**config.mk**
```make
export PLATFORM = sky130hd
export DESIGN_NAME = soc_bus_matrix
export DESIGN_NICKNAME = d
export VERILOG_FILES = /design/src/rtl/soc_bus_matrix.sv
export SDC_FILE = /design/constraint.sdc
export NUM_CORES = 1
export LEC_CHECK = 0
export CAP_MARGIN = 20
export CELL_PAD_IN_SITES_DETAIL_PLACEMENT = 1
export CELL_PAD_IN_SITES_GLOBAL_PLACEMENT = 1
export CORE_AREA = 4 4 398 400
export CTS_BUF_LIST = sky130_fd_sc_hd__clkbuf_8 sky130_fd_sc_hd__clkbuf_16
export CTS_CLUSTER_SIZE = 25
export DETAILED_ROUTE_END_ITERATION = 8
export DIE_AREA = 0 0 402 404
export PLACE_DENSITY = 0.49
export SLEW_MARGIN = 20
export SYNTH_ARGS = -nofsm -noshare
export SYNTH_HDL_FRONTEND = slang
export SYNTH_SLANG_ARGS = --single-unit
export TNS_END_PERCENT = 10
```
**constraint.sdc**
```tcl
create_clock -name clk -period 8.7 [get_ports clk]
set_clock_uncertainty 0.05 [all_clocks]
set_input_delay 1.74 -clock clk [delete_from_list [all_inputs] [get_ports clk]]
set_output_delay 1.74 -clock clk [all_outputs]
set_load 0.05 [all_outputs]
```
**src/rtl/soc_bus_matrix.sv**
```systemverilog
// Multi-master / multi-slave memory-bus crossbar: per-master address decode,
// per-slave round-robin arbiter with timeout watchdog, unmapped-address error responder.
module soc_bus_matrix #(
  parameter int                        MASTER_COUNT          = 3,
  parameter int                        SLAVE_COUNT           = 7,
  parameter logic [32*SLAVE_COUNT-1:0] SLAVE_START_ADDRESSES = '0,
  parameter logic [32*SLAVE_COUNT-1:0] SLAVE_END_ADDRESSES   = '0,
  parameter int                        TIMEOUT_CYCLES        = 256
) (
  input  logic                       clk,
  input  logic                       res,
  input  logic [MASTER_COUNT-1:0]    m_req,
  input  logic [32*MASTER_COUNT-1:0] m_addr,
  input  logic [MASTER_COUNT-1:0]    m_we,
  input  logic [4*MASTER_COUNT-1:0]  m_wmask,
  input  logic [32*MASTER_COUNT-1:0] m_wdata,
  output logic [MASTER_COUNT-1:0]    m_ack,
  output logic [MASTER_COUNT-1:0]    m_err,
  output logic [32*MASTER_COUNT-1:0] m_rdata,
  output logic [SLAVE_COUNT-1:0]     s_req,
  output logic [32*SLAVE_COUNT-1:0]  s_addr,
  output logic [SLAVE_COUNT-1:0]     s_we,
  output logic [4*SLAVE_COUNT-1:0]   s_wmask,
  output logic [32*SLAVE_COUNT-1:0]  s_wdata,
  input  logic [SLAVE_COUNT-1:0]     s_ack,
  input  logic [32*SLAVE_COUNT-1:0]  s_rdata,
  output logic [SLAVE_COUNT-1:0]     s_abort
);
  // state | meaning
  // IDLE  | slave free, arbitrate among requesting masters from rr_ptr
  // BUSY  | slave owned by gnt, forwarding until s_ack or timeout
  localparam int MW = (MASTER_COUNT > 1) ? $clog2(MASTER_COUNT) : 1;
  localparam int SW = (SLAVE_COUNT > 1) ? $clog2(SLAVE_COUNT) : 1;
  localparam logic [15:0] TIMEOUT_VAL = 16'(TIMEOUT_CYCLES);

  typedef enum logic {IDLE, BUSY} arb_state_e;

  arb_state_e              state_q  [SLAVE_COUNT];
  arb_state_e              state_d  [SLAVE_COUNT];
  logic [MW-1:0]           gnt_q    [SLAVE_COUNT];
  logic [MW-1:0]           gnt_d    [SLAVE_COUNT];
  logic [MW-1:0]           rr_ptr_q [SLAVE_COUNT];
  logic [MW-1:0]           rr_ptr_d [SLAVE_COUNT];
  logic [15:0]             cnt_q    [SLAVE_COUNT];
  logic [15:0]             cnt_d    [SLAVE_COUNT];
  logic [MASTER_COUNT-1:0] unm_q, unm_d;

  logic [MASTER_COUNT-1:0] hit;
  logic [SW-1:0]           sel [MASTER_COUNT];
  logic [SLAVE_COUNT-1:0]  timeout;
  logic [MASTER_COUNT-1:0] granted;

  // Descending scan so the lowest matching slave index wins on overlap.
  always_comb begin
    for (int m = 0; m < MASTER_COUNT; m++) begin
      hit[m] = 1'b0;
      sel[m] = '0;
      for (int s = SLAVE_COUNT - 1; s >= 0; s--) begin
        if (m_addr[32*m +: 32] >= SLAVE_START_ADDRESSES[32*s +: 32] &&
            m_addr[32*m +: 32] <= SLAVE_END_ADDRESSES[32*s +: 32]) begin
          hit[m] = 1'b1;
          sel[m] = SW'(s);
        end
      end
    end
  end

  always_comb begin
    granted = '0;
    for (int s = 0; s < SLAVE_COUNT; s++) begin
      timeout[s] = (TIMEOUT_CYCLES != 0) && (state_q[s] == BUSY) && (cnt_q[s] == TIMEOUT_VAL);
      if (state_q[s] == BUSY) granted[gnt_q[s]] = 1'b1;
    end
  end

  always_comb begin
    logic          found;
    logic [MW-1:0] cand;
    int            idx;
    found = 1'b0;
    cand  = '0;
    idx   = 0;
    for (int s = 0; s < SLAVE_COUNT; s++) begin
      state_d[s]  = state_q[s];
      gnt_d[s]    = gnt_q[s];
      rr_ptr_d[s] = rr_ptr_q[s];
      cnt_d[s]    = cnt_q[s];
      found       = 1'b0;
      if (state_q[s] == BUSY) begin
        if (timeout[s] || s_ack[s]) state_d[s] = IDLE;
        else                        cnt_d[s]   = cnt_q[s] + 16'd1;
      end else begin
        for (int k = 0; k < MASTER_COUNT; k++) begin
          idx = int'(rr_ptr_q[s]) + k;
          if (idx >= MASTER_COUNT) idx = idx - MASTER_COUNT;
          cand = MW'(idx);
          if (!found && m_req[cand] && !granted[cand] && hit[cand] && sel[cand] == SW'(s)) begin
            found       = 1'b1;
            state_d[s]  = BUSY;
            gnt_d[s]    = cand;
            cnt_d[s]    = '0;
            rr_ptr_d[s] = (idx == MASTER_COUNT - 1) ? '0 : MW'(idx + 1);
          end
        end
      end
    end
    // The flag blocks its own re-arm during the ack cycle of the same request.
    unm_d = m_req & ~hit & ~unm_q;
  end

  always_comb begin
    m_ack   = '0;
    m_err   = '0;
    m_rdata = '0;
    s_req   = '0;
    s_addr  = '0;
    s_we    = '0;
    s_wmask = '0;
    s_wdata = '0;
    s_abort = '0;
    for (int s = 0; s < SLAVE_COUNT; s++) begin
      if (state_q[s] == BUSY) begin
        if (timeout[s]) begin
          s_abort[s]        = 1'b1;
          m_ack[gnt_q[s]]   = 1'b1;
          m_err[gnt_q[s]]   = 1'b1;
        end else begin
          s_req[s]            = 1'b1;
          s_addr[32*s +: 32]  = m_addr[32*gnt_q[s] +: 32];
          s_we[s]             = m_we[gnt_q[s]];
          s_wmask[4*s +: 4]   = m_wmask[4*gnt_q[s] +: 4];
          s_wdata[32*s +: 32] = m_wdata[32*gnt_q[s] +: 32];
          if (s_ack[s]) begin
            m_ack[gnt_q[s]]              = 1'b1;
            m_rdata[32*gnt_q[s] +: 32]   = s_rdata[32*s +: 32];
          end
        end
      end
    end
    for (int m = 0; m < MASTER_COUNT; m++) begin
      if (unm_q[m]) begin
        m_ack[m] = 1'b1;
        m_err[m] = 1'b1;
      end
    end
  end

  always_ff @(posedge clk) begin
    if (res) begin
      for (int s = 0; s < SLAVE_COUNT; s++) begin
        state_q[s]  <= IDLE;
        gnt_q[s]    <= '0;
        rr_ptr_q[s] <= '0;
        cnt_q[s]    <= '0;
      end
      unm_q <= '0;
    end else begin
      for (int s = 0; s < SLAVE_COUNT; s++) begin
        state_q[s]  <= state_d[s];
        gnt_q[s]    <= gnt_d[s];
        rr_ptr_q[s] <= rr_ptr_d[s];
        cnt_q[s]    <= cnt_d[s];
      end
      unm_q <= unm_d;
    end
  end

endmodule

```
==> impl_metrics.csv <==
group,metric,value,unit
critical_path,cp.required,6910,ps
critical_path,end_kind,"output pin",
pwr,powerDensity,65.5,nW/um2
drt,wl,139000,um
sta,finalSetupViolations,0,
global_routing,grt_antenna_before_repair,43,
layout,final_area,26500,um2
layout,post-route-util,17.1,%
min_path,hold_path.class,"flip-flop to flip-flop",
layout,final_cells,4926,
floorplan,rows,145,
synthesis,ys.flop_type,"dfxtp_1",
placed_design,place_area,25900,um2
sta,tightest_slew,1080,ps
placed_design,place.detailed.hpwl,118000,um
clock_tree,cts_setup_buffers,0,
global_routing,grt_pass1_wl,177000,um
sta,finalMaxSlewViolations,0,
placed_design,routabilityCongestion,0.899,
drt,drtAntennaViolNets,0,
floorplan,fp.dieW,402,um
pwr,leakagePower,8.84,nW
drt,dr.first_iter.drc_count,1500,
sta,fmaxAchievable,144,MHz
floorplan,start_util,8.36,%
layout,drive_above_1_share,3.55,%
sta,grt_setup_unrepaired,"no",
drt,vias,18515,
clock_tree,cts_buffers,17,
global_routing,first_global_vias,18274,
synthesis,async_reset_ff_share,0,%
sta,min_period,6970,ps
clock_tree,cts_sinks,126,
status,violations,"design-rule violations",
critical_path,cp_max_fo,21,
sta,whs,401,ps
synthesis,synth-seq-area-share,19.4,%
drt,vias_per_cell,3.76,
synthesis,yosysWarnings,0,
global_routing,grt_max_degree,73,
synthesis,synth_area_per_cell,6.90,um2
synthesis,ys_top_cells_by_count,"and2_1 (491), nor2_1 (283), a21oi_1 (127)",
synthesis,synth_cell_types,56,
synthesis,synth_seq_cells,126,
sta,maxSlewHeadroom,27.5,%
clock_tree,cts-root-buf,"clkbuf_16",
synthesis,syn_area,13000,um2
layout,syn_to_final_growth,104,%
clock_tree,cts_resized,0,
drt,wl_per_cell,28.3,um
sta,setup_tns,0,ps
status,status,"complete, but fails checks",
global_routing,grt-ovfl-total,0,
synthesis,synthMostInstantiatedCell,"and2_1",
clock_tree,clk_pin_slew,70,ps
critical_path,cp.arrival,5180,ps
critical_path,rrSetupSlack,4760,ps
clock_tree,clock_latency,440,ps
synthesis,yosys-top-cells-area,"and2_1 (24%), dfxtp_1 (19%), nor2_1 (8.2%)",
pwr,design_power_total,1.74,mW
pwr,ir_worst_vdd,0.102,mV
floorplan,io_pins,1042,
floorplan,coreArea,155000,um2
sta,post-route-period-util,80.1,%
sta,setup_slack,1730,ps
layout,fin_nets,3299,
placed_design,port-buffer-count,1041,
clock_tree,ctsHoldBuffers,0,
clock_tree,cts_tree,"yes",
drt,route.detailed.drc,15,
critical_path,critPathLaunchType,"input port",
critical_path,critPathKind,"input port to output pin",
synthesis,syn_inst,1881,
floorplan,die-area,162000,um2
placed_design,dp_slack,1730,ps
synthesis,syn_nets,2345,
synthesis,synth_edf_count,0,
drt,drtPass1Iterations,9,
synthesis,yosys.area.top_type,"and2_1",
sta,finalHoldViolCount,0,
clock_tree,cts_max_level,4,
floorplan,die_y,404,um
placed_design,placed_cells,4874,
run,drv_cap,0,
global_routing,track_usage,16.1,%
synthesis,synth_top_area_share,23.7,%
clock_tree,clockBufferDepth,2,
layout by cell type (no fill, tap or decap), types with 4 or more instances in the layout:
cell and count:
nor4b_1 16, nor4_2 5, nand2_1 75, and2_1 490, dfxtp_1 124, a2111o_1 6
xor2_1 50, and3_1 23, inv_6 5, a41oi_4 6, o21ai_0 22, clkbuf_16 17
buf_4 34, mux2i_1 80, nor4_1 40, nor3_1 50, diode_2 20, clkdlybuf4s50_1 1037
or3_1 21, ha_1 21, nand4_1 37, and4_1 7, xnor2_1 27, o21ai_1 33
o21bai_1 4, inv_1 36, o2111ai_1 7, nor2b_1 7, nand3_1 27, a222oi_1 64
nand2b_1 9, a21oi_1 127, nor2_1 280
critical path, stage by stage:
cell,delay [ps]
clkdlybuf4s50_1,580
and3_2,440
buf_4,300
nor3b_2,460
buf_4,280
a222oi_1,120
o21ai_1,340
clkdlybuf4s50_1,910
worst paths after layout:
path                from  depth (start not counted)           to
max             s_ack[6]                          8   m_rdata[8]
min             unm_q[2]                          1     unm_q[2]
max reg2reg  gnt_q[0][1]                          9  cnt_q[0][9]
min reg2reg     unm_q[2]                          1     unm_q[2]
cell families after synthesis:
logic type | count (synthesis) | synth area share (%)
xor gates and xnor gates | 77 | 5.19
AOI/OAI and AO/OA | 291 | 15.0
buffers and inverters | 175 | 5.25
DFF | 126 | 19.4
muxes | 80 | 6.17
adders and majority gates | 21 | 2.02
and+or+nand+nor | 1111 | 46.9
layout make-up:
type / instances / area (um2)
antenna: 20 / 50.0
clock buffer: 17 / 425
clock inverter: 15 / 161
fill: 18622 / 129000
inverter: 35 / 131
multi-input combinational: 1580 / 9960
sequential: 126 / 2530
tap: 2058 / 2570
timing repair buffer: 1075 / 10700
power by group:
part	switching, mW	total (mW)	leakage [nW]	internal (mW)
Clock	0.319	0.746	0.285	0.427
Sequential	0.00102	0.578	1.02	0.577
Combinational	0.213	0.412	7.54	0.198
registers in the layout, summed over array words and instances, names as in the netlist:
signal    count
cnt_q       112
state_q       7
rr_ptr_q      2
unm_q         3
gnt_q         2
layer usage:
metal | track usage [%] | vias up | wire length [um]
li1 | - | 8472 | -
met1 | 18.2 | 8958 | 53500
met2 | 27.8 | 936 | 67500
met3 | 6.45 | 129 | 14000
met4 | 5.19 | 20 | 4350
met5 | 0 | - | 126
Note: power is estimated with default switching activity, not from simulation.
